**config.mk**
```make
export PLATFORM = sky130hd
export DESIGN_NAME = hazard_stall_ctrl
export DESIGN_NICKNAME = d
export VERILOG_FILES = /design/src/rtl/hazard_stall_ctrl_pkg.sv /design/src/rtl/hazard_stall_ctrl_sat_counter.sv /design/src/rtl/hazard_stall_ctrl.sv
export SDC_FILE = /design/constraint.sdc
export NUM_CORES = 1
export LEC_CHECK = 0
export ABC_CLOCK_PERIOD_IN_PS = 6000
export BUFFER_PORTS_ARGS = -buffer_cell sky130_fd_sc_hd__buf_2
export CORE_MARGIN = 3
export CORE_UTILIZATION = 50
export CTS_BUF_LIST = sky130_fd_sc_hd__clkbuf_8
export DETAILED_ROUTE_END_ITERATION = 16
export PLACE_DENSITY = 0.79
export REMOVE_ABC_BUFFERS = 1
export SYNTH_ARGS = -nofsm -noshare
export SYNTH_HDL_FRONTEND = slang
export SYNTH_SLANG_ARGS = --single-unit
```
**constraint.sdc**
```tcl
create_clock -name clk -period 6 [get_ports clk]
set_input_delay 0.9 -clock clk [delete_from_list [all_inputs] [get_ports clk]]
set_output_delay 0.9 -clock clk [all_outputs]
set_load 0.02 [all_outputs]
```
**src/rtl/hazard_stall_ctrl_pkg.sv**
```systemverilog
// hazard_pkg: shared types and constants for the ID-stage hazard controller
package hazard_pkg;
  typedef enum logic [1:0] {IDLE = 2'b00, HOLD = 2'b01} state_t;
  localparam logic [4:0] REG_ZERO = 5'd0;
  typedef struct packed {
    logic       reg_write;
    logic       mem_read;
    logic       mem_write;
    logic       mem_to_reg;
    logic       alu_src;
    logic       reg_dst;
    logic [1:0] alu_op;
  } ctrl_t;
  localparam ctrl_t NOP_CTRL = '0;
endpackage

```
**src/rtl/hazard_stall_ctrl_sat_counter.sv**
```systemverilog
// sat_counter: up-counter that holds at all-ones instead of wrapping
module sat_counter #(
  parameter int CNT_W = 16
) (
  input  logic             clk,
  input  logic             rst,
  input  logic             inc,
  output logic [CNT_W-1:0] count
);
  always_ff @(posedge clk)
    if (rst) count <= '0;
    else if (inc && count != '1) count <= count + CNT_W'(1);
endmodule

```
**src/rtl/hazard_stall_ctrl.sv**
```systemverilog
// hazard_stall_ctrl: ID-stage load-use/branch hazard stall and flush control
module hazard_stall_ctrl
  import hazard_pkg::*;
#(
  parameter int REG_W = 5,
  parameter int CNT_W = 16
) (
  input  logic             clk,
  input  logic             rst,
  input  logic [REG_W-1:0] ifid_rs,
  input  logic [REG_W-1:0] ifid_rt,
  input  logic             id_uses_rt,
  input  logic             id_branch,
  input  logic             id_jump,
  input  logic             branch_taken,
  input  logic             idex_mem_read,
  input  logic             idex_reg_write,
  input  logic [REG_W-1:0] idex_dest,
  input  logic             exmem_mem_read,
  input  logic [REG_W-1:0] exmem_dest,
  output logic             pc_write,
  output logic             ifid_write,
  output logic             ifid_flush,
  output logic             idex_bubble,
  output logic [1:0]       state_o,
  output logic [CNT_W-1:0] stall_cnt,
  output logic [CNT_W-1:0] flush_cnt
);
  state_t state;
  logic idex_hit, exmem_hit, lu, ba, bl2, bl1, stall;
  assign idex_hit  = idex_dest != REG_W'(REG_ZERO) &&
                     (idex_dest == ifid_rs || (id_uses_rt && idex_dest == ifid_rt));
  assign exmem_hit = exmem_dest != REG_W'(REG_ZERO) &&
                     (exmem_dest == ifid_rs || (id_uses_rt && exmem_dest == ifid_rt));
  assign lu  = idex_mem_read && idex_hit;
  assign ba  = id_branch && idex_reg_write && !idex_mem_read && idex_hit;
  assign bl2 = id_branch && idex_mem_read && idex_hit;
  assign bl1 = id_branch && exmem_mem_read && exmem_hit;
  // HOLD is the second cycle of a branch-on-load stall and ignores inputs
  assign stall       = (state == IDLE && (lu || ba || bl2 || bl1)) || state == HOLD;
  assign pc_write    = rst || !stall;
  assign ifid_write  = rst || !stall;
  assign idex_bubble = !rst && stall;
  assign ifid_flush  = !rst && !stall && (branch_taken || id_jump);
  assign state_o     = state;
  always_ff @(posedge clk)
    if (rst) state <= IDLE;
    else state <= (state == IDLE && bl2) ? HOLD : IDLE;
  sat_counter #(.CNT_W(CNT_W)) u_stall_cnt (.clk(clk), .rst(rst), .inc(stall), .count(stall_cnt));
  sat_counter #(.CNT_W(CNT_W)) u_flush_cnt (.clk(clk), .rst(rst), .inc(ifid_flush), .count(flush_cnt));
endmodule
```
* Word level (Yosys, flattened, before mapping)
Index checks and enable logic that the tools add are counted.
Word-level totals: register bits 34, word-level logic and storage cells 46, bits of input ports 29, output and inout bits 38
Cells by class: reductions and logical operators 33, multiplexer cells 1, add/subtract/negate cells 2, equal/unequal tests 7
Operators by type and width (count):
- $add A16 B1 Y16 const B | 2
- $ne A16 B16 Y1 const B | 2
- $eq A5 B5 Y1 | 4
- $logic_and A1 B1 Y1 | 19
- $reduce_bool A5 Y1 | 2
- $logic_or A1 B1 Y1 | 8
- $logic_not A1 Y1 | 3
- $eq A2 B1 Y1 const B | 1
- $logic_not A2 Y1 | 1
- $mux W1 | 1

* Longest topological paths before layout
Gate-level depths: netlist (run 1).
depth after elaboration 14, gate-level depth with buffers 10

* Hierarchy
A second synthesis (run 1) with hierarchy kept.
Unflattened totals: cell total of the unflattened synthesis 246, area total of the unflattened synthesis 2060.7 µm²
By module, submodules not included:
- sat_counter | seq. area each 320.3 µm², area an instance 848.3 µm², cells each 99, times used 2
- hazard_stall_ctrl | seq. area each 20.0 µm², area an instance 364.1 µm², cells each 48, times used 1

* Worst setup path before layout (run 1)
OpenSTA, ideal clock, no wires.
path kind input -> output, start in idex_dest[1], end out pc_write, data arrival time 2.536 ns, buffers on the path 2, required time 5.100 ns, stages on the path 7, setup slack 2.564 ns, cell sequence or4_1 > nor2_2 > nor2_2 > a221oi_2 > buf_2 > or2_2 > buf_4
On the way: longest elaborated chain between the ends 12
Ends and longest elaborated chain:
- from (decl) | RTL line hazard_stall_ctrl.sv:18 | input logic [REG_W-1:0] idex_dest,
- $eq A5 B5 Y1 | RTL line hazard_stall_ctrl.sv:32 | (idex_dest == ifid_rs || (id_uses_rt && idex_dest == ifid_rt));
- $logic_and A1 B1 Y1 | RTL line hazard_stall_ctrl.sv:32
- $logic_or A1 B1 Y1 | RTL line hazard_stall_ctrl.sv:32
- $logic_and A1 B1 Y1 (*) | RTL line hazard_stall_ctrl.sv:31 | assign idex_hit = idex_dest != REG_W'(REG_ZERO) &&
- $logic_and A1 B1 Y1 (on tied branches) | RTL line hazard_stall_ctrl.sv:35, hazard_stall_ctrl.sv:36
- $logic_or A1 B1 Y1 | RTL line hazard_stall_ctrl.sv:40 | assign stall = (state == IDLE && (lu || ba || bl2 || bl1)) || state == HOLD;
- $logic_or A1 B1 Y1 (*) (2 in series) | RTL line hazard_stall_ctrl.sv:40
- $logic_and A1 B1 Y1 (*) | RTL line hazard_stall_ctrl.sv:40
- $logic_or A1 B1 Y1 (*) | RTL line hazard_stall_ctrl.sv:40
- $logic_not A1 Y1 (*)
- $logic_or A1 B1 Y1 (*)
- to (decl) | RTL line hazard_stall_ctrl.sv:21 | output logic pc_write,
Every way passes the cells marked *; elsewhere a longest branch is shown, timed or not.

* Final worst setup path (run 1)
start in idex_dest[1], end out idex_bubble
On the way: longest elaborated chain between the ends 11
Ends and longest elaborated chain:
- $eq A5 B5 Y1 | RTL line hazard_stall_ctrl.sv:32
- $logic_and A1 B1 Y1 | RTL line hazard_stall_ctrl.sv:32
- $logic_or A1 B1 Y1 | RTL line hazard_stall_ctrl.sv:32
- $logic_and A1 B1 Y1 (*) | RTL line hazard_stall_ctrl.sv:31
- $logic_and A1 B1 Y1 (on tied branches) | RTL line hazard_stall_ctrl.sv:35, hazard_stall_ctrl.sv:36
- $logic_or A1 B1 Y1 | RTL line hazard_stall_ctrl.sv:40
- $logic_or A1 B1 Y1 (*) (2 in series) | RTL line hazard_stall_ctrl.sv:40
- $logic_and A1 B1 Y1 (*) | RTL line hazard_stall_ctrl.sv:40
- $logic_or A1 B1 Y1 (*) | RTL line hazard_stall_ctrl.sv:40
- $logic_and A1 B1 Y1 (*) | RTL line hazard_stall_ctrl.sv:43 | assign idex_bubble = !rst && stall;
- to (decl) | RTL line hazard_stall_ctrl.sv:24 | output logic idex_bubble,
Marks and branches as above.

==> flow_summary.json, run 1 <==
{
  "synth_top_cell_by_area": "dfxtp_1",
  "nFillCells": 337,
  "seq_area_frac_synth_pct": 34.1,
  "grt_pass1_vias": 1655,
  "cts_sinks": 33,
  "setup_tns_ps": 0,
  "grt-ovfl-total": 0,
  "period_minus_slack_ps": 3840,
  "setup-violations-final": 0,
  "start_util_pct": 52.6,
  "grt_pass1_wl_um": 7160,
  "hold_class": "register to register",
  "path_clk_slew_ps": 70,
  "place_ws_ps": 2160,
  "hold_violations": 0,
  "nets": 320,
  "power_mw": 0.495,
  "first_pass_iters": 4,
  "dpl.cell_count": 330,
  "required_ps": 5100,
  "dieWidth_um": 68.3,
  "final_util_pct": 64.4,
  "status": "complete, no violations",
  "clk_latency_ps": 280,
  "synthCells": 229,
  "relSlewSlack_pct": 32.3,
  "clock_path_buffers": 2,
  "routedWlPerCell_um": 12.9,
  "synthTopCellsByArea": "dfxtp_1 (34%), xnor2_1 (12%), nor2_1 (3.9%), a21oi_1 (3.6%), mux2_2 (3.5%)",
  "die_y_um": 68.3,
  "power_density_nw_per_um2": 209,
  "fp.dieArea_sq_um": 4660,
  "startpoint": "idex_dest[1]",
  "layout_commonest_cell": "buf_2",
  "port-buffer-count": 65,
  "grt_max_degree": 41,
  "cts_buffers": 5,
  "diodes": 0,
  "synth.distinct_cells": 44,
  "worstSetupEndpointType": "primary output",
  "synth-main-ff-cell": "dfxtp_1",
  "vias_per_cell": 5.31,
  "yosysWarnings": 0,
  "worst_slew_pin_slew_ps": 1010,
  "async_reset_ff_share_pct": 0,
  "final_cell_mix": "buf_2 (65), dfxtp_1 (33), xnor2_1 (27), nor2_1 (20), nand2_1 (16)",
  "netlist.area_leader.share_pct": 34.1,
  "ios": 67,
  "via_count": 1795,
  "fin_crit_sh_pct": 63.9,
  "rsz0062_at_grt": "false",
  "syn_area_per_cell_sq_um": 8.47,
  "antenna_found_initial": 0,
  "drt-total-wl_um": 4370,
  "ctsHoldBuffers": 0,
  "synth-seq-cells": 33,
  "leakage_nw": 1.00,
  "drive_gt1_share_pct": 30.3,
  "remaining_drc_errors": 0,
  "synth_edf_count": 0,
  "hp-start": "u_flush_cnt.count[15]$_SDFFE_PP0P_",
  "setup_ws_ps": 2160,
  "cts-root-buf": "clkbuf_8",
  "cts_setup_buffers": 0,
  "drt_iter0_drc": 125,
  "core_sq_um": 3690,
  "drv_cap": 0,
  "crit_type": "input port to primary output",
  "synthesis.area_sq_um": 1940,
  "cts_tree": "done",
  "slew_viol_final": 0,
  "rr_startpoint": "u_stall_cnt.count[4]$_SDFFE_PP0P_",
  "dp_hpwl_um": 3300,
  "skew_ps": 6.45,
  "area_delta_synth_final_pct": 22.5,
  "place_congestion": 0.851,
  "cp.arrival_ps": 2940,
  "num_rows": 22,
  "drtAntennaViolNets": 0,
  "grtUsageTotal_pct": 20.0,
  "cts-resized-gates": 0,
  "vdd_drop_max_uv": 173,
  "max_freq_ghz": 0.261,
  "final-instance-count-excl-fill": 338,
  "critPathMaxFanout": 13,
  "crit_path_start_kind": "input port",
  "cts_max_level": 2
}
[per-stage QoR]
step | hold WS (ps) | cell area, sq um
after floorplan | 553 | 1870
after global placement | 471 | 2260
after detailed placement | 490 | 2260
after CTS | 499 | 2380
after global routing | 551 | 2380
final | 499 | 2380
[synthesized netlist by cell type (2+ instances only)]
library cell,count
and4_1,2
nor4_1,4
dfxtp_1,33
a21oi_1,14
mux2_2,6
nor4b_1,3
xnor2_1,27
o31ai_1,3
or4_1,4
xor2_1,3
nand2_1,16
nand4_1,5
buf_4,3
or3_1,9
or2_2,2
inv_1,4
and3_1,5
nor3_1,4
o21a_1,2
nor2_2,2
mux2i_1,2
clkbuf_1,7
o21ai_0,9
nor3b_1,4
nor2b_1,6
nor2_1,20
nand3_1,12
ha_1,2
[registers in the layout (all words and copies together), names as in the netlist]
register / flops
u_flush_cnt.count: 16
state_o: 1
u_stall_cnt.count: 16
[per-layer routing]
layer | up-vias | track usage, % | share of wire, %
li1 | 927 | - | -
met2 | 47 | 35.1 | 50
met3 | 5 | 4.93 | 5.9
met5 | - | 0 | 0
met4 | 0 | 5.71 | 0.78
met1 | 816 | 23.9 | 43
[cell type report]
class | instances | area (sq um) | area share, %
repair buffers | 65 | 325 | 13.7
clock inverters | 2 | 33.8 | 1.42
flip-flops and latches | 33 | 661 | 27.8
clock buffers | 6 | 82.6 | 3.48
inverters | 4 | 15.0 | 0.632
well taps | 48 | 60.1 | 2.53
multi-input cells | 180 | 1200 | 50.4
[where the power goes]
part / internal [mW] / switching [mW] / leakage, nW / total (mW)
Clock: 0.134 / 0.0777 / 0.0626 / 0.211
Combinational: 0.0253 / 0.0350 / 0.676 / 0.0603
Sequential: 0.221 / 0.00269 / 0.266 / 0.224
[worst max-delay path: stages]
cell and delay [ps]:
buf_2 130, or4_1 550, nor2_2 130, nor2_2 70, a221oi_2 710, or2_2 260, inv_1 40, buf_2 150
[path summary, 6_finish.rpt]
check	to	slack (ps)	depth (start not counted)
setup / recovery	idex_bubble	2160	8
hold / removal	u_flush_cnt.count[15]$_SDFFE_PP0P_	500	2
setup reg to reg	u_stall_cnt.count[15]$_SDFFE_PP0P_	3220	7
hold reg to reg	u_flush_cnt.count[15]$_SDFFE_PP0P_	500	2
[cell families (layout without fill, tap and decap cells)]
kind of cell | count (synthesis) | after routing | share of synthesized area, %
AO/OA/AOI/OAI | 35 | 35 | 12.3
XOR/XNOR | 30 | 30 | 13.5
adder cells (fa/ha/maj) | 2 | 2 | 1.29
buffers and inverters | 16 | 77 | 4.13
flip-flops | 33 | 33 | 34.1
multiplexers | 8 | 8 | 4.52
other | 1 | 1 | 0.193
AND/OR/NAND/NOR | 104 | 104 | 30.0
No activity file was read; power rests on OpenSTA's default activity.
==> run 2, diff against run 1 <==
- ABC_CLOCK_PERIOD_IN_PS: 6000 -> 3600
- clock period: 6 -> 3.6 ns (I/O delays scaled with it)
==> run 2 against run 1 <==
Effect of this change: worst setup slack got worse by 1400 ps; cell count increased by 0.89%; via count increased by 2.5%; worst hold slack about the same; clock skew increased by 6.1 ps; first-iteration DRC count decreased by 40%; register-to-register slack got worse by 1800 ps; die area unchanged; sequential cell count unchanged; total power increased by 68%; largest power group unchanged.
==> flow_summary.json, run 2 (synthesis results as in run 1) <==
{
  "status": "complete, no violations",
  "hold_class": "register to register",
  "diodes": 0,
  "nFillCells": 338,
  "fin_crit_sh_pct": 78.2,
  "path_clk_slew_ps": 70,
  "grt_max_degree": 40,
  "nets": 323,
  "drt_iter0_drc": 75,
  "max_freq_ghz": 0.355,
  "start_util_pct": 52.6,
  "relSlewSlack_pct": 63.9,
  "rrSetupSlack_ps": 1410,
  "slew_viol_final": 0,
  "cts_buffers": 5,
  "period_minus_slack_ps": 2810,
  "grtUsageTotal_pct": 21.1,
  "critPathMaxFanout": 6,
  "worstSetupEndpointType": "primary output",
  "vdd_drop_max_uv": 248,
  "dpl.cell_count": 333,
  "final_util_pct": 65.0,
  "routedWlPerCell_um": 13.0,
  "place_congestion": 0.922,
  "port-buffer-count": 65,
  "switching_power_mw": 0.198,
  "cts_max_level": 2,
  "vias_per_cell": 5.40,
  "swShare_pct": 23.8,
  "setup-violations-final": 0,
  "grt-ovfl-total": 0,
  "core_sq_um": 3690,
  "rsz0062_at_grt": "false",
  "final-instance-count-excl-fill": 341,
  "power_mw": 0.833,
  "crit_path_start_kind": "input port",
  "cts_sinks": 33,
  "via_count": 1840,
  "combPwrFrac_pct": 12.2,
  "clockPowerShare_pct": 43.0,
  "die_y_um": 68.3,
  "drt-total-wl_um": 4420,
  "cp.arrival_ps": 2270,
  "cts_setup_buffers": 0,
  "skew_ps": 12.5,
  "dieWidth_um": 68.3,
  "drtAntennaViolNets": 0,
  "remaining_drc_errors": 0,
  "grt-busiest-layer": "met2",
  "antenna_found_initial": 0,
  "area_delta_synth_final_pct": 23.7,
  "cts-resized-gates": 0,
  "worst_slew_pin_slew_ps": 537,
  "first_pass_iters": 4,
  "leakage_nw": 1.02,
  "grt_pass1_wl_um": 7360,
  "cts-root-buf": "clkbuf_8",
  "use_met3_pct": 6.90,
  "layout_commonest_cell": "buf_2",
  "multiInputGateArea_sq_um": 1200,
  "num_rows": 22,
  "seqPwrFrac_pct": 44.8,
  "dp_hpwl_um": 3360,
  "whs_ps": 498,
  "required_ps": 3060,
  "met1_usage_pct": 25.1,
  "drive_gt1_share_pct": 31.1,
  "hold_violations": 0,
  "fp.dieArea_sq_um": 4660,
  "seqCellArea_sq_um": 661,
  "cts_tree": "done",
  "intPower_mw": 0.635,
  "power_density_nw_per_um2": 347,
  "met2_usage_pct": 35.6,
  "clk_latency_ps": 290,
  "clock_path_buffers": 2,
  "ios": 67,
  "grt_pass1_vias": 1673,
  "setup_tns_ps": 0,
  "final_cell_mix": "buf_2 (65), dfxtp_1 (33), xnor2_1 (27), nor2_1 (20), nand2_1 (16)",
  "ctsHoldBuffers": 0,
  "drv_cap": 0,
  "crit_type": "input port to primary output"
}
[run 2: cell count changes in the layout (fill, tap and decap cells not counted)]
cell and delta:
buf_4 +3
[run 2: worst paths after layout]
| kind | start | end | cells past startpoint |
|---|---|---|---|
| max | idex_dest[1] | idex_bubble | 8 |
| min | u_flush_cnt.count[10]$_SDFFE_PP0P_ | u_flush_cnt.count[10]$_SDFFE_PP0P_ | 2 |
| max reg2reg | u_stall_cnt.count[4]$_SDFFE_PP0P_ | u_stall_cnt.count[7]$_SDFFE_PP0P_ | 8 |
| min reg2reg | u_flush_cnt.count[10]$_SDFFE_PP0P_ | u_flush_cnt.count[10]$_SDFFE_PP0P_ | 2 |
[run 2: area by class of cell]
| class | count | area share [%] |
|---|---|---|
| Multi-Input combinational cell | 180 | 50.0 |
| Inverter | 4 | 0.626 |
| Clock inverter | 2 | 1.41 |
| Tap cell | 48 | 2.50 |
| Clock buffer | 6 | 3.44 |
| Sequential cell | 33 | 27.5 |
| Timing Repair Buffer | 68 | 14.5 |
[run 2: worst max-delay path, stage by stage]
cell and delay (ps):
buf_2 120, or4_1 540, nor2_2 140, nor2_2 70, a221oi_2 450, or2_2 220
inv_1 40, buf_2 150
[run 2: routing by layer]
layer / share of wire [%] / vias up
met1: 44 / 856
met5: 0 / -
met4: 1.1 / 0
met2: 49 / 44
met3: 5.4 / 6
li1: - / 934
[run 2: through the flow]
| step | area, sq um | setup slack [ps] |
|---|---|---|
| after floorplan | 1870 | 717 |
| after global placement | 2280 | 843 |
| after detailed placement | 2280 | 790 |
| after CTS | 2400 | 767 |
| after global routing | 2400 | 655 |
| final | 2400 | 786 |
[run 2: power groups by stage]
stage	sequential, mW	combinational [mW]	clock (mW)
finish	0.373	0.102	0.358
floorplan	0.385	0.0524	0
detailed placement	0.381	0.102	0
global placement	0.381	0.0998	0
CTS	0.373	0.102	0.368
global route	0.374	0.114	0.385
